--- config.mk ---
export PLATFORM = sky130hd
export DESIGN_NAME = ps2_key_tracker
export DESIGN_NICKNAME = d
export VERILOG_FILES = /design/src/rtl/ps2_key_pkg.sv /design/src/rtl/ps2_key_channel.sv /design/src/rtl/ps2_key_tracker.sv
export SDC_FILE = /design/constraint.sdc
export NUM_CORES = 1
export LEC_CHECK = 0
export ABC_CLOCK_PERIOD_IN_PS = 2750
export CAP_MARGIN = 10
export CORE_ASPECT_RATIO = 1.1
export CORE_MARGIN = 5
export CORE_UTILIZATION = 50
export DETAILED_ROUTE_END_ITERATION = 6
export GPL_TIMING_DRIVEN = 0
export PLACE_DENSITY = 0.68
export SLEW_MARGIN = 15
export SYNTH_ARGS = -nofsm -noshare
export SYNTH_HDL_FRONTEND = slang
export SYNTH_SLANG_ARGS = --single-unit
--- constraint.sdc ---
create_clock -name clk -period 2.75 [get_ports clk]
set_clock_uncertainty 0.05 [all_clocks]
set_input_delay 0.55 -clock clk [delete_from_list [all_inputs] [get_ports clk]]
set_output_delay 0.55 -clock clk [all_outputs]
set_load 0.01 [all_outputs]
--- src/rtl/ps2_key_pkg.sv ---
// Shared scancodes and defaults for the PS/2 key tracker.
// Latency: n/a (constants only). Backpressure: n/a.
// Optional repeat feature: PS2_KEY_TRACKER_REPEAT_EN.
package ps2_key_pkg;

    localparam logic [7:0] KEY_Q = 8'h15;
    localparam logic [7:0] KEY_W = 8'h1D;
    localparam logic [7:0] KEY_E = 8'h24;
    localparam logic [7:0] KEY_A = 8'h1C;
    localparam logic [7:0] KEY_S = 8'h1B;
    localparam logic [7:0] KEY_D = 8'h23;

    // Channel 0 sits in the low byte.
    localparam logic [47:0] KEY_CODES_DEFAULT = {KEY_D, KEY_S, KEY_A, KEY_E, KEY_W, KEY_Q};

    localparam int HOLD_CYCLES_DEFAULT   = 25_000_000;
    localparam int REPEAT_CYCLES_DEFAULT = 5_000_000;

endpackage

--- src/rtl/ps2_key_channel.sv ---
// One tracked key: held flag, press/release pulses, hold counter, optional repeat (PS2_KEY_TRACKER_REPEAT_EN).
// Latency: outputs register one cycle after make_evt/break_evt.
// Backpressure: none; events are one-cycle strobes consumed unconditionally.
module ps2_key_channel
    import ps2_key_pkg::*;
#(
    parameter int HOLD_CYCLES   = HOLD_CYCLES_DEFAULT,
    parameter int CNT_W         = 25
`ifdef PS2_KEY_TRACKER_REPEAT_EN
    ,
    parameter int REPEAT_CYCLES = REPEAT_CYCLES_DEFAULT
`endif
) (
    input  logic clk,
    input  logic resetn,
    input  logic make_evt,
    input  logic break_evt,
    output logic key_held,
    output logic key_pressed,
    output logic key_released,
    output logic hold_long
`ifdef PS2_KEY_TRACKER_REPEAT_EN
    ,
    output logic key_repeat
`endif
);

    localparam logic [CNT_W-1:0] HOLD_MAX = CNT_W'(HOLD_CYCLES);

    logic             held_nxt;
    logic             hold_long_nxt;
    logic [CNT_W-1:0] cnt;
    logic [CNT_W-1:0] cnt_nxt;

    // Typematic makes leave held_nxt at 1, so the counter keeps running.
    always_comb begin
        held_nxt = key_held;
        if (make_evt)
            held_nxt = 1'b1;
        else if (break_evt)
            held_nxt = 1'b0;

        cnt_nxt = cnt;
        if (!held_nxt)
            cnt_nxt = '0;
        else if (key_held && cnt != HOLD_MAX)
            cnt_nxt = cnt + 1'b1;

        hold_long_nxt = held_nxt && (cnt_nxt == HOLD_MAX);
    end

    always_ff @(posedge clk or negedge resetn) begin
        if (!resetn) begin
            key_held     <= 1'b0;
            key_pressed  <= 1'b0;
            key_released <= 1'b0;
            hold_long    <= 1'b0;
            cnt          <= '0;
        end else begin
            key_held     <= held_nxt;
            key_pressed  <= make_evt & ~key_held;
            key_released <= break_evt & key_held;
            hold_long    <= hold_long_nxt;
            cnt          <= cnt_nxt;
        end
    end

`ifdef PS2_KEY_TRACKER_REPEAT_EN
    localparam logic [CNT_W-1:0] RPT_LAST = CNT_W'(REPEAT_CYCLES - 1);

    logic [CNT_W-1:0] rpt_cnt;
    logic             rpt_nxt;

    // First pulse coincides with the hold_long rise, then one per period.
    assign rpt_nxt = hold_long_nxt && (!hold_long || rpt_cnt == RPT_LAST);

    always_ff @(posedge clk or negedge resetn) begin
        if (!resetn) begin
            rpt_cnt    <= '0;
            key_repeat <= 1'b0;
        end else begin
            key_repeat <= rpt_nxt;
            rpt_cnt    <= (!hold_long_nxt || rpt_nxt) ? '0 : rpt_cnt + 1'b1;
        end
    end
`endif

endmodule

--- src/rtl/ps2_key_tracker.sv ---
// Synchronises the keyboard event strobe and maps set-2 scancodes to per-key state (repeat: PS2_KEY_TRACKER_REPEAT_EN).
// Latency: outputs update after the 4th clk edge sampling valid high (E3).
// Backpressure: none; valid must stay high >=3 cycles and low >=3 cycles between events.
module ps2_key_tracker
    import ps2_key_pkg::*;
#(
    parameter int                  N_KEYS        = 6,
    parameter logic [N_KEYS*8-1:0] KEY_CODES     = KEY_CODES_DEFAULT,
    parameter int                  HOLD_CYCLES   = HOLD_CYCLES_DEFAULT,
    parameter int                  CNT_W         = 25
`ifdef PS2_KEY_TRACKER_REPEAT_EN
    ,
    parameter int                  REPEAT_CYCLES = REPEAT_CYCLES_DEFAULT
`endif
) (
    input  logic              clk,
    input  logic              resetn,
    input  logic              valid,
    input  logic              makeBreak,
    input  logic [7:0]        outCode,
    output logic [N_KEYS-1:0] key_held,
    output logic [N_KEYS-1:0] key_pressed,
    output logic [N_KEYS-1:0] key_released,
    output logic [N_KEYS-1:0] hold_long,
    output logic              unknown_code
`ifdef PS2_KEY_TRACKER_REPEAT_EN
    ,
    output logic [N_KEYS-1:0] key_repeat
`endif
);

    logic              s1, s2, s3;
    logic              evt_vld;
    logic              evt_make;
    logic [7:0]        evt_code;
    logic [N_KEYS-1:0] match;

    // outCode/makeBreak are quasi-static while valid is high, so sampling
    // them on the synchronised edge is safe without extra stages.
    always_ff @(posedge clk or negedge resetn) begin
        if (!resetn) begin
            s1           <= 1'b0;
            s2           <= 1'b0;
            s3           <= 1'b0;
            evt_vld      <= 1'b0;
            evt_make     <= 1'b0;
            evt_code     <= '0;
            unknown_code <= 1'b0;
        end else begin
            s1           <= valid;
            s2           <= s1;
            s3           <= s2;
            evt_vld      <= s2 & ~s3;
            unknown_code <= evt_vld & ~|match;
            if (s2 & ~s3) begin
                evt_make <= makeBreak;
                evt_code <= outCode;
            end
        end
    end

    for (genvar i = 0; i < N_KEYS; i++) begin : g_ch
        assign match[i] = evt_vld && (evt_code == KEY_CODES[8*i +: 8]);

        ps2_key_channel #(
            .HOLD_CYCLES   (HOLD_CYCLES),
            .CNT_W         (CNT_W)
`ifdef PS2_KEY_TRACKER_REPEAT_EN
            ,
            .REPEAT_CYCLES (REPEAT_CYCLES)
`endif
        ) u_ch (
            .clk          (clk),
            .resetn       (resetn),
            .make_evt     (match[i] & evt_make),
            .break_evt    (match[i] & ~evt_make),
            .key_held     (key_held[i]),
            .key_pressed  (key_pressed[i]),
            .key_released (key_released[i]),
            .hold_long    (hold_long[i])
`ifdef PS2_KEY_TRACKER_REPEAT_EN
            ,
            .key_repeat   (key_repeat[i])
`endif
        );
    end

endmodule

# --- Word-level counts from Yosys, hierarchy flattened ---
# Cells that the tools add are included.
totals:
  register_bits: 188
  latchBits: 0
  ram_bits: 0
  mem_bits_ro: 0
  n_memories: 0
op_classes:
  add_sub_neg: 6
  n_mul: 0
  div: 0
  order_cmp: 0
  n_eq_ne: 18
  shifts: 0
  n_mux: 24
  bitwise_logic: 34
  n_reduce_logical: 20
ops:
  columns: ["operator", "n"]
  rows:
  - ["25-bit two-way mux", 12]
  - ["25-bit by 1-bit adder with 25-bit output (second input constant)", 6]
  - ["25-bit == test (second input constant)", 6]
  - ["25-bit inequality test (second input constant)", 6]
  - ["8-bit by 5-bit == test with 1-bit output (second input constant)", 4]
  - ["1-bit bitwise AND", 26]
  - ["1-bit logical AND", 18]
  - ["8-bit by 6-bit == test with 1-bit output (second input constant)", 2]
  - ["1-bit two-way mux", 12]
  - ["1-bit inverter", 8]
  - ["6-bit OR reduction", 1]
  - ["1-bit zero test", 1]

# --- Logic depth before layout (Yosys ltp) ---
depth:
  word_depth: 8
  ltp_mapped: 10
  mapped_depth_nobuf: 9

# --- Hierarchy ---
# A second synthesis with hierarchy kept.
hier_totals:
  hier_cells: 1173
  area_unflattened_um2: 10945.5
modules_own_cells:
  columns: ["module", "n_inst", "cells_each", "area_each_um2", "seq_area_each_um2"]
  rows:
  - ["ps2_key_channel (g_ch[0].u_ch ...)", 5, 183, 1699.1, 725.7]
  - ["ps2_key_channel (g_ch[1].u_ch)", 1, 203, 1829.3, 725.7]
  - ["ps2_key_tracker", 1, 55, 620.6, 350.3]

# --- Worst setup path after synthesis ---
# OpenSTA, ideal clock, no wires.
synth_timing:
  path_kind: "register -> register"
  startpoint: "register g_ch[3].u_ch.cnt[5]"
  endpoint: "register g_ch[3].u_ch.hold_long"
  setup_ns: 0.101
  arrival_ns: 2.587
  t_required_ns: 2.599
  setup_slack_ns: 0.012
  path_stages_with_launch: 9
  path_buffers: 1
  period_less_slack_ns: 2.738
  cell_sequence: "dfrtp_1 clkbuf_1 nand4_1 nor4_1 nand4_1 xor2_1 nor2_1 or4b_2 nor4_1"
synth_between:
  elab_chain_len: 6
synth_rtl:
  columns: ["item", "line", "text"]
  rows:
  - ["start: declaration", "ps2_key_channel.sv:32", "logic [CNT_W-1:0] cnt;"]
  - ["start signal: assignment", "ps2_key_channel.sv:64", "cnt <= cnt_nxt;"]
  - ["parallel branches: the longest is 2 deep, another holds 25-bit by 1-bit adder with 25-bit output", null, null]
  - ["25-bit two-way mux *", "ps2_key_channel.sv:46", "else if (key_held && cnt != HOLD_MAX)"]
  - ["25-bit two-way mux *", "ps2_key_channel.sv:44", "if (!held_nxt)"]
  - ["net g_ch[3].u_ch.cnt_nxt[17]", "ps2_key_channel.sv:33", "logic [CNT_W-1:0] cnt_nxt;"]
  - ["25-bit == test *", "ps2_key_channel.sv:49", "hold_long_nxt = held_nxt && (cnt_nxt == HOLD_MAX);"]
  - ["1-bit logical AND *", "ps2_key_channel.sv:49", null]
  - ["net g_ch[3].u_ch.hold_long_nxt", "ps2_key_channel.sv:31", "logic hold_long_nxt;"]
  - ["end signal: assignment", "ps2_key_channel.sv:63", "hold_long <= hold_long_nxt;"]
  - ["end: declaration", "ps2_key_channel.sv:21", "output logic hold_long"]
# Mark *: on every way through the listed nets, which the timed path passes.
# A chain may end at the register's enable or synchronous reset.

# --- Worst setup path in the final report ---
layout_timing:
  startpoint: "register g_ch[2].u_ch.cnt[0]"
  endpoint: "register g_ch[2].u_ch.hold_long"
layout_between:
  elab_chain_len: 6
layout_rtl:
  columns: ["item", "line"]
  rows:
  - ["start: declaration", "ps2_key_channel.sv:32"]
  - ["start signal: assignment", "ps2_key_channel.sv:64"]
  - ["parallel branches: the longest is 2 deep, another holds 25-bit by 1-bit adder with 25-bit output", null]
  - ["25-bit two-way mux *", "ps2_key_channel.sv:46"]
  - ["25-bit two-way mux *", "ps2_key_channel.sv:44"]
  - ["25-bit == test *", "ps2_key_channel.sv:49"]
  - ["1-bit logical AND *", "ps2_key_channel.sv:49"]
  - ["net g_ch[2].u_ch.hold_long_nxt", "ps2_key_channel.sv:31"]
  - ["end signal: assignment", "ps2_key_channel.sv:63"]
  - ["end: declaration", "ps2_key_channel.sv:21"]
# Marks and branches as above.

==> impl_metrics.ini <==
[critical_path]
critPathLaunch = g_ch[2].u_ch.cnt[0]
r2r-start = g_ch[2].u_ch.cnt[0]
r2r_end = g_ch[2].u_ch.hold_long
path_buf_inv = 1
crit_path_top_delay_cell = or4b_4
crit_fanout = 4
r2r_slack_ns = -0.002
ff2ff_path_depth = 9
critPathKind = flip-flop to flip-flop
cp_top_family = simple AND/OR/NAND/NOR gates
worstPathArrival_ns = 3.07
cp_cell_sequence = inv_2 > ha_4 > or4b_4 > or4_4 > o21ai_4 > mux2i_1 > or4_1 > nor4_2 > and4_1
worst_path_largest_cell_delay_ns = 0.45
cp-end-kind = flip-flop
required_ns = 3.07
critPathLaunchType = flip-flop

[finish]
area_growth_pct = 15.9
nNetsFinal = 1202
drive_gt1_share_pct = 11.7
antennaDiodeCount = 0

[floorplanning]
die-area_sq_um = 23700
die_w_um = 147
ios = 37
dieHeight_um = 161
rows = 55
coreArea_sq_um = 20500
start_util_pct = 50.5

[drt]
m1WireLength_mm = 10.9
drt_iter0_markers = 542
wl_per_cell_um = 16.2
wl_mm = 23.3
drc_errors = 0
viasPerCell = 5.70
vias = 8226
dr_wl_met2_mm = 11.2
antenna_left = 0
met3_length_um = 909
drt_pre_antenna_iters = 5
highest_layer = met5

[sta]
finalSetupViolCount = 1
slew_headroom_pct = 50.8
slew_violations = 0
period_share_pct = 100
rsz0062_at_grt = yes
max_freq_mhz = 363
holdWs_ns = 0.0835
hold_viol = 0
setup_slack_ns = -0.00208
period_needed_ns = 2.75
worstMarginPinSlew_ns = 0.738

[global_routing]
grt_pass1_wl_mm = 39.2
grt_overflow_total = 0
grt_use_total_pct = 20.1
grt_pass1_vias = 7834
grt_antenna_before_repair = 1
grt_max_degree = 98

[cts]
cts_htree_levels = 4
cts_tree = built
cts_inserted_buffers = 17
clock_latency_ns = 0.43
cts_sinks = 188
path_clk_slew_ns = 0.07
cts.path.max_buffers = 2
clockRootBuffer = clkbuf_16

[yosys]
synth-seq-area-share_pct = 45.4
avgSynthCellArea_sq_um = 9.28
synth-edff-count = 0
synthCells = 1115
synth_area_leaders = dfrtp_1 (45%), xor2_1 (7.2%), nor2_1 (6.6%)
yosysWarnings = 0
syn-num-nets = 1139
synth_seq_cells = 188
yosysUniqueCellTypes = 63
synthFlopType = dfrtp_1
synth_area_sq_um = 10400
async_flop_share_pct = 100
synth_top_area_cell = dfrtp_1
synthDominantCellAreaShare_pct = 45.4

[placement]
globalplace.congestion = 0.858
port-buffer-count = 36
dp_worst_setup_slack_ns = -0.519
place_hpwl_mm = 16.1

[worst_hold_path]
hold_path_class = input port to async pin

[status]
status = complete, but fails checks
violations = negative setup slack

[pwr]
p_leak_nw = 4.73
p_per_area_nw_per_um2 = 454
max-vdd-ir-drop_uv = 433

[run]
cap_violations = 0
## timing repair
item,CTS,global route
setup buffers,4,11
resized for setup,26,39
hold buffers,0,0
pin swaps,7,9
endpoints found under the setup margin,26,26
cloned,0,0
## routing by layer
| metal | GRT usage [%] | vias to the layer above |
|---|---|---|
| met2 | 32.5 | 174 |
| met5 | 0 | - |
| met3 | 3.30 | 31 |
| li1 | - | 4009 |
| met1 | 28.2 | 4010 |
| met4 | 5.64 | 2 |
## worst max path at each step
stage,to,slack (ns),cells after the start
2_1_floorplan,g_ch[3].u_ch.hold_long,0.01,8
3_3_place_gp,g_ch[3].u_ch.cnt[22],-6.80,1
3_5_place_dp,g_ch[3].u_ch.hold_long,-0.52,8
4_1_cts,g_ch[3].u_ch.hold_long,-0.04,9
5_1_grt,g_ch[0].u_ch.hold_long,-0.08,8
6_report,g_ch[2].u_ch.hold_long,-0.002,9
## Yosys cell counts, drive strengths merged (12+ instances only)
cell type / instances
nand3: 72
nor3b: 15
a21oi: 15
dfrtp: 188
xor2: 85
o21ai: 20
ha: 12
inv: 33
nor4: 30
buf: 33
mux2i: 15
clkbuf: 44
nor4b: 17
and3: 23
nor3: 28
nand4: 60
and4: 19
xnor2: 60
nor2: 183
nand2: 64
## worst register-to-register path, stage by stage (launching register included)
cell	delay (ns)
dfrtp_2	0.43
inv_2	0.09
ha_4	0.13
or4b_4	0.45
or4_4	0.44
o21ai_4	0.17
mux2i_1	0.10
or4_1	0.43
nor4_2	0.17
and4_1	0.22
## cell type report
cell class                      instances  area [sq um]
Timing Repair Buffer                   52           505
Clock inverter                          7          66.3
Tap cell                              256           320
Clock buffer                           22           484
Fill cell                            1750          8510
Sequential cell                       188          4710
Inverter                               34           128
Buffer                                 69           364
Multi-Input combinational cell        816          5420
## report_power, final
group	internal, mW	total [mW]	switching, mW
Clock	1.32	2.33	1.01
Sequential	2.79	2.84	0.0470
Combinational	0.0968	0.266	0.169
## sequential cells by signal, summed over array words and instances, names as in the netlist
register / cells
g_ch.u_ch.key_pressed: 6
s2: 1
g_ch.u_ch.hold_long: 6
g_ch.u_ch.key_held: 6
g_ch.u_ch.key_released: 6
s1: 1
g_ch.u_ch.cnt: 150
unknown_code: 1
evt_make: 1
evt_vld: 1
s3: 1
evt_code: 8
## cell families after synthesis
family | after synthesis | share of synthesized area (%)
mux | 23 | 2.32
buf+inv | 111 | 4.93
compound gates | 67 | 4.29
fa+ha+maj | 13 | 1.55
flops | 188 | 45.4
simple gates | 568 | 29.2
xor+xnor | 145 | 12.3
## through the flow
step	util (%)	TNS (ns)	power, mW	instances	instance area, sq um
after floorplan	-	0	2.99	1115	10400
after global placement	53.8	-1282.50	3.13	1407	11000
after detailed placement	54.0	-7.05	3.14	1408	11100
after CTS	57.4	-0.0524	5.50	1441	11800
after global routing	58.5	-0.146	5.65	1444	12000
final	58.5	-0.00208	5.44	1444	12000
## cell usage in the layout (no fill, tap or decap), types with 5 or more instances in the layout
| cell | instances |
|---|---|
| a21oi_1 | 15 |
| and3_1 | 23 |
| nand4_1 | 60 |
| clkbuf_16 | 17 |
| ha_1 | 11 |
| nand2_1 | 62 |
| nor4bb_1 | 5 |
| clkbuf_2 | 7 |
| nand2b_1 | 6 |
| nor2_1 | 182 |
| xnor2_1 | 60 |
| xor2_1 | 85 |
| nor4b_1 | 13 |
| or3_1 | 9 |
| mux2_2 | 8 |
| buf_4 | 40 |
| and4_1 | 18 |
| clkdlybuf4s50_1 | 35 |
| nor4_1 | 20 |
| dfrtp_1 | 186 |
| nor4_4 | 5 |
| and2_1 | 5 |
| nor3_1 | 23 |
| nor3b_1 | 14 |
| mux2i_1 | 10 |
| buf_1 | 6 |
| clkbuf_1 | 30 |
| o21ai_0 | 18 |
| inv_1 | 31 |
| nand3_1 | 68 |
| nor4_2 | 5 |
Power figures use the tool's default switching activity.
